## config.mk

```make
export PLATFORM = sky130hd
export DESIGN_NAME = pe2d_operand_feeder
export DESIGN_NICKNAME = d
export VERILOG_FILES = /design/src/rtl/pe2d_operand_feeder.sv
export SDC_FILE = /design/constraint.sdc
export NUM_CORES = 1
export LEC_CHECK = 0
export BUFFER_PORTS_ARGS = -buffer_cell sky130_fd_sc_hd__buf_4
export CORE_MARGIN = 1
export CORE_UTILIZATION = 25
export CTS_BUF_LIST = sky130_fd_sc_hd__clkbuf_2 sky130_fd_sc_hd__clkbuf_4 sky130_fd_sc_hd__clkbuf_8
export CTS_CLUSTER_SIZE = 30
export DETAILED_ROUTE_END_ITERATION = 12
export PLACE_DENSITY_LB_ADDON = 0.08
export SETUP_SLACK_MARGIN = 0.05
export SKIP_LAST_GASP = 1
export SYNTH_ARGS = -nofsm -noshare
export SYNTH_HDL_FRONTEND = slang
export SYNTH_SLANG_ARGS = --single-unit
```

## constraint.sdc

```tcl
create_clock -name clk -period 6.07 [get_ports clk]
set_clock_uncertainty 0.15 [all_clocks]
set_input_delay 0.3035 -clock clk [delete_from_list [all_inputs] [get_ports clk]]
set_output_delay 0.3035 -clock clk [all_outputs]
set_load 0.02 [all_outputs]
```

## src/rtl/pe2d_operand_feeder.sv

```systemverilog
// Purpose: buffers one burst of operand row-pairs, replays it bubble-free into a PE_2D, flushes zero rows, pulses done.
// Latency: first row reaches o_r1/o_r2 one edge after the last-word handshake; the burst follows on consecutive edges.
// Backpressure: s_ready is high only while filling and not full; no word is accepted from the last handshake until done completes.
//
// Ports:
//   clk, rst                 clock (rising edge) and asynchronous active-high reset
//   s_valid/s_ready          upstream word handshake; s_r1/s_r2 row words, s_last ends the burst
//   o_en, o_r1, o_r2         registered drive into PE_2D en / i_r1 / i_r2
//   o_busy                   high while streaming, flushing or signalling done
//   o_done                   one-cycle pulse as en drops after the flush
//   o_err                    sticky: a burst was cut at DEPTH words; cleared only by rst
module pe2d_operand_feeder #(
    parameter int DATA_W    = 8,
    parameter int DEPTH     = 16,
    parameter int FLUSH_CYC = 2
) (
    input  logic                clk,
    input  logic                rst,
    input  logic                s_valid,
    output logic                s_ready,
    input  logic [2*DATA_W-1:0] s_r1,
    input  logic [2*DATA_W-1:0] s_r2,
    input  logic                s_last,
    output logic                o_en,
    output logic [2*DATA_W-1:0] o_r1,
    output logic [2*DATA_W-1:0] o_r2,
    output logic                o_busy,
    output logic                o_done,
    output logic                o_err
);
    localparam int RW = 2 * DATA_W;
    localparam int AW = $clog2(DEPTH);
    localparam int FW = $clog2(FLUSH_CYC + 1);

    typedef enum logic [1:0] {FILL, STREAM, FLUSH, DONE} state_t;

    state_t          state;
    logic [2*RW-1:0] mem [DEPTH];
    logic [AW-1:0]   wr_ptr;
    logic [AW-1:0]   rd_ptr;
    logic [AW:0]     count;
    logic [FW-1:0]   fcnt;
    logic            full;
    logic            accept;

    assign full    = (count == (AW+1)'(DEPTH));
    assign s_ready = (state == FILL) & ~full & ~rst;
    assign accept  = s_valid & s_ready;
    assign o_busy  = (state != FILL);

    // Storage needs no reset: pointers and count define what is valid.
    always_ff @(posedge clk) begin
        if (accept) begin
            mem[wr_ptr] <= {s_r1, s_r2};
        end
    end

    always_ff @(posedge clk or posedge rst) begin
        if (rst) begin
            state  <= FILL;
            wr_ptr <= '0;
            rd_ptr <= '0;
            count  <= '0;
            fcnt   <= '0;
            o_en   <= 1'b0;
            o_r1   <= '0;
            o_r2   <= '0;
            o_done <= 1'b0;
            o_err  <= 1'b0;
        end else begin
            case (state)
                FILL: begin
                    o_en   <= 1'b0;
                    o_r1   <= '0;
                    o_r2   <= '0;
                    o_done <= 1'b0;
                    if (accept) begin
                        wr_ptr <= wr_ptr + 1'b1;
                        count  <= count + 1'b1;
                        // The DEPTH-th word closes the burst even without s_last.
                        if (s_last || (count == (AW+1)'(DEPTH - 1))) begin
                            state <= STREAM;
                            if (!s_last) begin
                                o_err <= 1'b1;
                            end
                        end
                    end
                end
                STREAM: begin
                    o_en           <= 1'b1;
                    {o_r1, o_r2}   <= mem[rd_ptr];
                    rd_ptr         <= rd_ptr + 1'b1;
                    count          <= count - 1'b1;
                    if (count == (AW+1)'(1)) begin
                        state <= FLUSH;
                        fcnt  <= '0;
                    end
                end
                FLUSH: begin
                    o_r1 <= '0;
                    o_r2 <= '0;
                    // FLUSH_CYC zero rows with en high, then the edge that drops en.
                    if (fcnt == FW'(FLUSH_CYC)) begin
                        o_en   <= 1'b0;
                        o_done <= 1'b1;
                        state  <= DONE;
                    end else begin
                        o_en <= 1'b1;
                        fcnt <= fcnt + 1'b1;
                    end
                end
                DONE: begin
                    o_done <= 1'b0;
                    wr_ptr <= '0;
                    rd_ptr <= '0;
                    count  <= '0;
                    state  <= FILL;
                end
                default: state <= FILL;
            endcase
        end
    end
endmodule

```

Word-level counts from Yosys, hierarchy flattened
Memory sizes are Yosys's and may differ from the RTL's.
Index checks and enable logic that the tools add are counted.
{ "word_totals": {"regBits": 52, "ramBits": 512, "input_bits": 36, "output_inout_bits": 37, "wordCells": 73, "memories": 1} }
{ "classes": {"n_addsub": 5, "eq_ne": 12, "muxes": 21, "bitwise_logic": 6, "n_reduce_logical": 18} }
{ "mem_list": {"columns": ["memory", "depth", "word_bits", "rd", "rd_clocked_by_memory_dff", "write_ports", "line", "source"], "rows": [
  ["mem", 16, 32, 1, 0, 1, "38", "logic [2*RW-1:0] mem [DEPTH];"]
]} }
{ "ops": {"columns": ["operator", "n"], "rows": [
  ["16-bit one-hot mux with 2 select lines", 2],
  ["4-bit one-hot mux with 2 select lines", 2],
  ["5-bit one-hot mux with 3 select lines", 1],
  ["2-bit 2-to-1 mux", 6],
  ["2-bit nonzero test", 6],
  ["4-bit by 1-bit adder with 4-bit output, second input constant", 2],
  ["2-bit != test, second input constant", 4],
  ["2-bit one-hot mux with 4 select lines", 1],
  ["4-bit AND reduction", 2],
  ["2-bit == test, second input constant", 3],
  ["2-bit AND reduction", 3],
  ["3-bit nonzero test", 2],
  ["5-bit by 1-bit adder with 5-bit output, second input constant", 1],
  ["5-bit by 1-bit == test with 1-bit output, second input constant", 1],
  ["5-bit by 4-bit == test with 1-bit output, second input constant", 1],
  ["5-bit == test, second input constant", 1],
  ["5-bit 2-to-1 mux", 1],
  ["5-bit by 1-bit subtractor with 5-bit output, second input constant", 1],
  ["1-bit 2-to-1 mux", 4],
  ["4-bit 2-to-1 mux", 1],
  ["2-bit one-hot mux with 2 select lines", 1],
  ["2-bit OR reduction", 2],
  ["1-bit bitwise AND", 3],
  ["1-bit NOT", 3],
  ["other kinds (8)", 8]
]} }

Longest topological paths before layout
Gate-level depths: netlist of run 1.
{ "depth": {"depth_word": 7, "ltp_mapped": 9} }

Least setup slack after synthesis of run 1
Ideal clock, no wire load.
{ "synth_timing": {"path_type": "register to register", "start": "reg state[0]", "end": "mem mem[12][0] in the netlist's numbering, enable pin", "arrival_time_ns": 2.321, "t_required_ns": 5.528, "slack_ns": 3.207, "path_stages_with_launch": 8, "n_path_buf": 1, "synth_period_minus_slack_ns": 2.863, "cell_sequence": "dfrtp_1 -> inv_1 -> ha_1 -> buf_2 -> inv_1 -> nor3_1 -> and3_1 -> and2_1"} }
{ "synth_via": {"elab_chain_len": 6} }
{ "synth_lines": {"columns": ["item", "line", "source"], "rows": [
  ["from (decl)", "37", "state_t state;"],
  ["from (signal assigned)", "60", "state <= FILL;"],
  ["from (signal assigned)", "82", "state <= STREAM;"],
  ["from (signal assigned)", "95", "state <= FLUSH;"],
  ["2-bit logical NOT", "47", "assign s_ready = (state == FILL) & ~full & ~rst;"],
  ["1-bit bitwise AND (2 in a row)", "47", null],
  ["1-bit bitwise AND", "48", "assign accept = s_valid & s_ready;"],
  ["1-bit 2-to-1 mux", "53", "if (accept) begin"],
  ["1-bit 2-to-1 mux (not written as such)", "54", "mem[wr_ptr] <= {s_r1, s_r2};"],
  ["to (decl)", "38", null]
]} }
No other way between the ends.

Worst setup path in the final report of run 1
{ "layout_timing": {"start": "reg state[0]", "end": "mem mem[5][13] in the netlist's numbering, enable pin"} }
Same word-level chain as after synthesis.

==> results of run 1 <==
-- synthesized netlist by cell type (all sizes together) (2+ instances only) --
cell type / number
a32oi: 4
clkbuf: 21
a221oi: 31
mux2: 4
and3: 2
o211ai: 33
a21oi: 5
o21ai: 36
nor2: 14
and2: 17
a22o: 5
nand3: 5
nand2: 37
ha: 17
or4b: 3
buf: 43
edfxtp: 512
o31ai: 2
nor2b: 3
xor2: 2
nor3: 5
dfrtp: 52
a32o: 2
mux2i: 99
mux4: 97
inv: 15
nor3b: 3
nand2b: 3
-- per-layer routing --
metal	routed length (um)	global-route usage [%]	vias up
li1	-	-	4851
met5	0	0	-
met2	29200	22.4	210
met1	28200	18.5	5913
met4	1160	4.30	0
met3	2340	2.48	86
-- worst paths after layout --
path	startpoint	endpoint	slack, ns	cells past startpoint
max	state[0]	mem[5][13]	2.59	6
min	s_r1[6]	mem[5][22]	0.33	2
max reg2reg	state[0]	mem[5][13]	2.59	6
min reg2reg	o_en	o_en	0.34	1
max in group asynchronous	rst	rd_ptr[2]	4.67	4
min in group asynchronous	rst	o_en	0.36	4
-- registers in the layout, indices dropped and copies added, names as in the netlist --
register,cells
mem,512
o_r1,16
o_r2,16
count,5
rd_ptr,4
wr_ptr,4
fcnt,2
state,2
o_done,1
o_en,1
o_err,1
-- cell families after synthesis --
family          synth area share [%]
flops                           75.3
mux                             14.5
compound gates                  4.89
simple gates                    2.32
buf+inv                         1.83
fa+ha+maj                      0.961
xor+xnor                       0.119
-- layout make-up --
cell class | instances | area, um^2
diodes | 1 | 2.50
clock buffers | 149 | 1850
clock inverters | 47 | 264
fillers | 8616 | 60800
inverters | 15 | 56.3
multi-input cells | 445 | 5090
flip-flops and latches | 564 | 16700
well taps | 1155 | 1450
repair buffers | 129 | 1070
-- report_power, final --
part,total [mW],internal (mW),leakage (nW),switching [mW]
sequential,4.72,4.43,5.27,0.290
combinational,2.51,1.09,2.15,1.42
clock,3.67,2.05,1.13,1.62
-- metrics by stage --
step           utilization, %  worst slack (ns)  power [mW]
2_1_floorplan               -              3.21        6.45
3_3_place_gp             27.5              2.58        7.38
3_5_place_dp             27.5              2.53        7.38
6_report                 30.3              2.59        10.9
5_1_grt                  30.3              2.32        11.5
4_1_cts                  30.3              2.50        11.2
==> key figures, run 1 <==
Yosys
  • Synth cell types: 52
  • Syn. warnings: 0
  • Yosys reg bits: 564
  • Mapped Cells: about 1100
  • Largest area contributor in the netlist: edfxtp_1
  • Area contributors post-synth: edfxtp_1, mux4_2, dfrtp_1, mux2i_1, a221oi_2
  • Most used DFF post-synth: edfxtp_1
  • Number of flops mapped to enable cells by yosys: about 510
  • Synthesized cell area: between 20000 and 25000 um^2
  • Top-area cell type share of the netlist area: between 60% and 70%
  • Mapped Nets: approximately 1100
  • Avg Inst Size Synth: 20.3 um^2
  • Async SR Flop Fraction: approximately 9.2%
  • Post-synthesis sequential area ratio: 75.3%

Critical path
  • CP required: 6.23 ns
  • Worst path cell trace: inv_1, ha_1, nand3_1, nor3b_1, and2_2, buf_4
  • CP max stage cell: and2_2
  • Startpoint types: flip-flop
  • Largest stage delay, worst path: 0.69 ns
  • Bufs and invs on worst path: 2
  • Crit end category: flip-flop
  • Crit-path max FO: 17
  • WP data arrival: between 3 and 4 ns
  • Critical path class: flip-flop to flip-flop
  • Largest delay contributor family on the critical path: simple AND/OR/NAND/NOR gates

Route
  • Vias per Instance: 4.42
  • Wire length per cell: 24.3 um
  • First DRT Iteration DRCs: 564
  • Final ANT Viol Nets: 0
  • Residual DRC count: 0
  • Drt total wl: 60900 um
  • Vias after detailed routing: 11060
  • DRT Pass-1 Iters: 4

CTS
  • Clk sink count: between 500 and 600
  • Clk slew on worst S/H paths: roughly 0.060 ns
  • CTS buffer count: between 100 and 150
  • # resized after CTS: 0
  • Clock tree from TritonCTS: yes
  • Root Driver: clkbuf_8
  • Worst-Skew Late Latency: a little under 0.7 ns
  • Number of setup buffers added after CTS: 0
  • H-tree level count: 3
  • Max Buffers Root-to-Sink: 3
  • Hold_buf cts: 35

Place
  • DP HPWL: 32300 um
  • GPL Wtd Cong: between 0.6 and 0.7
  • PortBufs: between 70 and 80
  • Placed inst area: ~24000 um^2
  • Placed insts: 2273

Layout
  • Layout area overhead: 19.5%
  • Most frequent cells in the layout: edfxtp_1, clkbuf_8, mux2i_1
  • Final Instance Area: approximately 26000 um^2
  • Commonest non-fill, non-tap cell in the layout: edfxtp_1
  • Layout cell share with drive strength beyond 1: a little under a third
  • Finished Layout Cells: between 2000 and 3000
  • Layout Nets: 1313

Timing
  • TNS Setup: 0 ns
  • Fin crit share: 57.3%
  • Max Slew Vio Count: 0
  • Setup violators final: 0
  • Slew at the pin closest to its max-slew limit: approximately 1.2 ns
  • F_max: 0.287 GHz
  • RSZ-0062 raised after global routing: false
  • Final hold vios: 0
  • Crit path time final: roughly 3.5 ns
  • Hold Slack: between 0.3 and 0.4 ns
  • Slew headroom: between 15 and 20%

Global routing
  • Number of global-route vias before repair: ~12000
  • Global-route wire length before repair: about 88000 um
  • Tot GR Track Use: a little over an eighth
  • Largest net degree at the start of global routing: 60
  • GRT overflow: 0
  • Initial antenna violation count: 1

Floorplanning
  • Die Ht: 300 um
  • Die Wd: between 200 and 300 um
  • Die area: roughly 90000 um^2
  • IO Pins: 73
  • CORE AREA: ~87000 um^2
  • Starting density of the core: approximately 25%
  • Row Count: 108

Pwr
  • Worst VDD drop: about 170 uV
  • Leak pwr: around 8.5 nW
  • Pwr dens: just over 400 nW/um^2

Run status
  • Status: finished, final reports clean

Worst hold path
  • Hold Crit Class: input pin to flip-flop

Job
  • Max cap viols: 0
Power figures use the tool's default switching activity.
==> run 2: changes to the inputs <==
==> constraint.sdc (replaced) <==
create_clock -name clk -period 3.2 [get_ports clk]
set_clock_uncertainty 0.15 [all_clocks]
set_input_delay 0.16 -clock clk [delete_from_list [all_inputs] [get_ports clk]]
set_output_delay 0.16 -clock clk [all_outputs]
set_load 0.02 [all_outputs]
==> run 2 against run 1 <==
Register-to-register slack got worse by 2.3 ns. First-iteration DRC count increased by 17%. Highest routed layer is now met5. Final area increased by 1.8%. Critical path depth increased by 1. Via count increased by 0.61%. Routed wire length decreased by 1.4%. Non-clock buffer count increased by 35. Sequential cell count unchanged. Largest power group unchanged.
==> key figures, run 2 (same netlist as run 1, synthesis figures left out) <==
Run status
  • Status: finished, final reports clean

Route
  • Wire length per cell: between 20 and 25 um
  • DRT Pass-1 Iters: 4
  • Drt total wl: between 60000 and 70000 um
  • Top layer in use: met5
  • Vias per Instance: 4.38
  • WL met1: between 20000 and 30000 um
  • Metal3 WL: around 2400 um
  • Final ANT Viol Nets: 0
  • First DRT Iteration DRCs: ~660
  • Vias after detailed routing: 11128
  • WL met2: between 20000 and 30000 um
  • Residual DRC count: 0

Timing
  • Slew headroom: 18.2%
  • TNS Setup: 0 ns
  • Slew at the pin closest to its max-slew limit: 1.22 ns
  • Crit path time final: just under 3 ns
  • Max Slew Vio Count: 0
  • Final hold vios: 0
  • Fin crit share: 90.2%
  • RSZ-0062 raised after global routing: false
  • F_max: 0.347 GHz
  • Setup violators final: 0

Place
  • Placed inst area: 24400 um^2
  • DP HPWL: 35100 um
  • PortBufs: 72
  • GPL Wtd Cong: ~0.7

Critical path
  • Most used cell, CP: inv_1
  • Largest stage delay, worst path: about 0.45 ns
  • Crit end category: flip-flop
  • Crit-path max FO: 11
  • Critical path class: flip-flop to flip-flop
  • Worst path cell trace: inv_1, ha_1, inv_1, nor3_1, and3_1, and2_2, buf_12
  • WP data arrival: between 3 and 4 ns
  • CP max stage cell: and2_2
  • Startpoint types: flip-flop
  • CP required: around 3.4 ns

Global routing
  • Global-route wire length before repair: about 90000 um
  • Number of global-route vias before repair: around 12000
  • GRT overflow: 0
  • Largest net degree at the start of global routing: 45
  • Initial antenna violation count: 2
  • Tot GR Track Use: a little over an eighth

Layout
  • Most frequent cells in the layout: edfxtp_1, clkbuf_8, buf_4
  • Layout cell share with drive strength beyond 1: 33.9%
  • Layout area overhead: 21.7%
  • Final Instance Area: roughly 27000 um^2
  • Multi-input gate area: 5090 um^2
  • Layout Nets: about 1300
  • Largest Register: mem
  • Core Util, Final: a little under a third
  • Commonest non-fill, non-tap cell in the layout: edfxtp_1
  • Top flop regs: mem: 512 flops, o_r1: 16 flops, o_r2: 16 flops
  • Max reg flops: 512
  • FF/Latch Area: between 15000 and 20000 um^2
  • Fillers: ~8600

Floorplanning
  • Die Wd: approximately 300 um
  • Starting density of the core: between 20 and 30%
  • CORE AREA: around 87000 um^2
  • Die area: 89700 um^2
  • Die Ht: roughly 300 um
  • Row Count: 108
  • IO Pins: 73

CTS
  • CTS buffer count: between 100 and 150
  • Max Buffers Root-to-Sink: 3
  • Clk sink count: about 560
  • Clock tree from TritonCTS: yes
  • Root Driver: clkbuf_8
  • H-tree level count: 3
  • Clk slew on worst S/H paths: 0.06 ns
  • Worst-Skew Late Latency: 0.69 ns
  • Number of setup buffers added after CTS: 0

Worst hold path
  • Hold Crit Class: input pin to async pin

Pwr
  • Final Total Pwr: between 20 and 25 mW
  • Pwr dens: between 700 and 800 nW/um^2
  • Leak pwr: just under 9 nW
  • Worst VDD drop: 409 uV

Job
  • Max cap viols: 0
run 2: changes by cell type in the layout (fill, tap and decap cells not counted), sizes merged:
cell      change
clkbuf       +21
clkinv       -23
diode         +1
buf          +35
clkinvlp      +1
inv           +2
bufinv        -2
run 2: per-layer routing:
layer / up-vias / global-route usage [%]
met2: 218 / 21.8
met5: - / 0
met3: 88 / 2.76
met1: 5905 / 18.5
li1: 4915 / -
met4: 2 / 3.84
run 2: critical path: cells and delay by family, from the launching register on:
kind                       cells  cell delay, ns
buffers and inverters          3            0.53
DFF                            1            0.42
and+or+nand+nor                3            1.06
adders and majority gates      1            0.42
run 2: worst paths after layout:
check                           slack, ns           to  cells after the start  startpoint
worst max-delay path                 0.32  mem[14][30]                      7    state[0]
worst min-delay path                 0.05      fcnt[1]                      3         rst
worst max register to register       0.32  mem[14][30]                      7    state[0]
worst min register to register       0.34         o_en                      1        o_en
max in group asynchronous            2.14      o_r1[0]                      4         rst
min in group clk                     0.18   mem[1][10]                      2    s_r2[10]
run 2: area by class of cell:
| class | instances | share of cell area, % |
|---|---|---|
| Sequential cell | 564 | 61.9 |
| Inverter | 15 | 0.209 |
| Clock buffer | 170 | 7.47 |
| Tap cell | 1155 | 5.36 |
| Antenna cell | 2 | 0.0186 |
| Multi-Input combinational cell | 445 | 18.9 |
| Clock inverter | 25 | 0.506 |
| Timing Repair Buffer | 164 | 5.64 |
run 2: what timing repair did:
item,4_1_cts,5_1_grt
resized for setup,0,0
endpoints found under the hold margin,572,0
hold buffers,35,0
run 2: stage by stage:
stage | hold slack, ns | setup WS, ns | cells
after floorplan | 0.109 | 0.337 | 1088
after global placement | 0.237 | 0.397 | 2308
after detailed placement | 0.241 | 0.313 | 2308
after CTS | 0.0211 | 0.181 | 2538
after global routing | 0.0779 | 0.0754 | 2540
final | 0.0523 | 0.315 | 2540
run 2: report_power, final:
group	leakage (nW)	total, mW	internal, mW	switching (mW)
Clock	1.15	7.02	3.97	3.04
Sequential	5.27	8.74	8.41	0.331
Combinational	2.39	5.09	2.19	2.90
Total	8.80	20.8	14.6	6.27
==> run 3: changes to the inputs <==
--- a/config.mk
+++ b/config.mk
@@ -12,8 +12,10 @@
 export CTS_CLUSTER_SIZE = 30
 export DETAILED_ROUTE_END_ITERATION = 12
 export PLACE_DENSITY_LB_ADDON = 0.08
+export RECOVER_POWER = 100
 export SETUP_SLACK_MARGIN = 0.05
 export SKIP_LAST_GASP = 1
+export SLEW_MARGIN = 15
 export SYNTH_ARGS = -nofsm -noshare
 export SYNTH_HDL_FRONTEND = slang
 export SYNTH_SLANG_ARGS = --single-unit
==> run 3 against run 2 <==
Sequential share of layout area grew 1.2 points. Largest power group unchanged. First-iteration DRC count fell by 5.5%. Critical path depth is 1 lower. Register-to-register slack got worse by 0.096 ns. Total power decreased by 1.6%. Combinational power shrank 6.7%. Clock power about the same. Worst setup slack got worse by 0.096 ns. Maximum frequency decreased by 3.2%. Sequential cell count stayed put.
==> key figures, run 3 (same netlist as run 1, synthesis figures left out) <==
Place
  • PortBufs: 72
  • Dpl ws: about 0.31 ns
  • DP HPWL: between 30000 and 40000 um
  • GPL Wtd Cong: roughly 0.70
  • Placed inst area: 24400 um^2
  • Placed insts: between 2000 and 2500

Critical path
  • Worst path cell trace: inv_1, ha_1, nand3_1, nor3_1, and2_2, clkbuf_2
  • Crit end category: flip-flop
  • WP data arrival: about 3.1 ns
  • Worst Setup SP: state[0]
  • Critical path class: flip-flop to flip-flop
  • CP required: 3.36 ns
  • CP max stage cell: clkbuf_2
  • Largest delay contributor family on the critical path: simple AND/OR/NAND/NOR gates
  • Largest stage delay, worst path: between 0.5 and 0.6 ns
  • Startpoint types: flip-flop
  • Crit-path max FO: 15
  • Reg2reg start: state[0]
  • Bufs and invs on worst path: 2

Layout
  • Max reg flops: about 500
  • Most frequent cells in the layout: edfxtp_1, clkbuf_8, mux2i_1
  • Layout cell share with drive strength beyond 1: about a quarter
  • Final Instance Area: 26400 um^2
  • Commonest non-fill, non-tap cell in the layout: edfxtp_1
  • Top flop regs: mem: 512 flops, o_r1: 16 flops, o_r2: 16 flops
  • Layout area overhead: 19.4%
  • Core Util, Final: 30.3%
  • Layout Nets: 1348
  • Finished Layout Cells: between 2000 and 3000
  • Largest Register: mem

Pwr
  • Clk pwr share: 34.2%
  • Final Total Pwr: 20.5 mW
  • Power Internal: 14.3 mW
  • Gate power share: 23.2%
  • Sw Ratio: 30.2%
  • Psw: between 6 and 7 mW
  • Leak pwr: roughly 8.4 nW
  • Pwr dens: slightly below 800 nW/um^2
  • Flop pwr share: approximately 43%
  • Worst VDD drop: ~360 uV

Route
  • Vias after detailed routing: roughly 11000
  • DRT Pass-1 Iters: 4
  • Final ANT Viol Nets: 0
  • First DRT Iteration DRCs: a little over 600
  • Residual DRC count: 0
  • Drt total wl: roughly 60000 um
  • Vias per Instance: 4.37
  • Wire length per cell: ~24 um

Timing
  • Final Worst Setup Slack: roughly 0.22 ns
  • Slew at the pin closest to its max-slew limit: between 1 and 1.5 ns
  • F_max: 0.336 GHz
  • Final hold vios: 0
  • TNS Setup: 0 ns
  • RSZ-0062 raised after global routing: false
  • Crit path time final: roughly 3.0 ns
  • Hold Slack: 0.213 ns
  • Setup violators final: 0
  • Max Slew Vio Count: 0
  • Slew headroom: around 12%
  • Fin crit share: approximately 93%

CTS
  • Max Buffers Root-to-Sink: 3
  • H-tree level count: 3
  • Hold_buf cts: 35
  • Number of setup buffers added after CTS: 0
  • Clk sink count: between 500 and 600
  • Root Driver: clkbuf_8
  • Clock tree from TritonCTS: yes
  • Clk slew on worst S/H paths: approximately 0.06 ns
  • # resized after CTS: 0
  • CTS buffer count: 105
  • Worst-Skew Late Latency: 0.69 ns

Global routing
  • Initial antenna violation count: 2
  • Tot GR Track Use: 13.5%
  • GRT overflow: 0
  • Largest net degree at the start of global routing: 45
  • Global-route wire length before repair: roughly 87000 um
  • Number of global-route vias before repair: 12102

Floorplanning
  • Die Ht: 300 um
  • Row Count: ~110
  • CORE AREA: ~87000 um^2
  • IO Pins: 73
  • Die area: 89700 um^2
  • Starting density of the core: approximately 25%
  • Die Wd: approximately 300 um

Job
  • Max cap viols: 0

Worst hold path
  • Hold Crit Class: input pin to flip-flop
  • Worst hold start: s_last

Run status
  • Status: finished, final reports clean
==> run 3: cell types whose count changed in the layout (fill, tap and decap cells not counted), moves of 5 or more <==
cell,previous run,this run
clkbuf_1,0,72
buf_12,16,11
clkbuf_4,52,64
buf_4,113,23
a221oi_2,27,3
clkbuf_2,0,8
a221oi_1,4,28
==> run 3: layer usage <==
layer,vias to the layer above,GRT usage (%),wire length (um),part of all wire (%)
met5,-,0,9,0.015
met4,2,3.84,1100,1.8
met3,93,2.76,2500,4.2
met2,230,21.8,28500,47
met1,5864,18.5,27900,46
li1,4914,-,-,-
==> run 3: layout make-up <==
cell class / instances / area (um^2)
Fill cell: 8657 / 60900
Sequential cell: 564 / 16700
Multi-Input combinational cell: 445 / 4920
Clock buffer: 170 / 2010
Tap cell: 1155 / 1450
Timing Repair Buffer: 164 / 1170
Clock inverter: 25 / 136
Inverter: 15 / 56.3
Antenna cell: 2 / 5.00
==> run 3: final timing paths <==
kind / end / slack, ns / cells after the start
worst max-delay path: mem[3][12] / 0.22 / 6
worst min-delay path: o_err / 0.21 / 4
worst max register to register: mem[3][12] / 0.22 / 6
worst min register to register: o_en / 0.33 / 1
max in group asynchronous: rd_ptr[2] / 0.78 / 4
min in group asynchronous: fcnt[1] / 0.33 / 3
==> run 3: power groups by stage <==
stage          logic (mW)  clock network [mW]  registers, mW
3_3_place_gp         5.23                   0           8.91
3_5_place_dp         5.22                   0           8.90
4_1_cts              5.27                7.31           8.76
2_1_floorplan        3.31                   0           8.93
6_report             4.75                7.02           8.74
5_1_grt              5.21                7.62           8.79
==> run 3: worst min-delay path: stages <==
cell	delay [ns]
dlygate4sd3_1	0.54
buf_4	0.14
inv_1	0.04
a31o_2	0.13
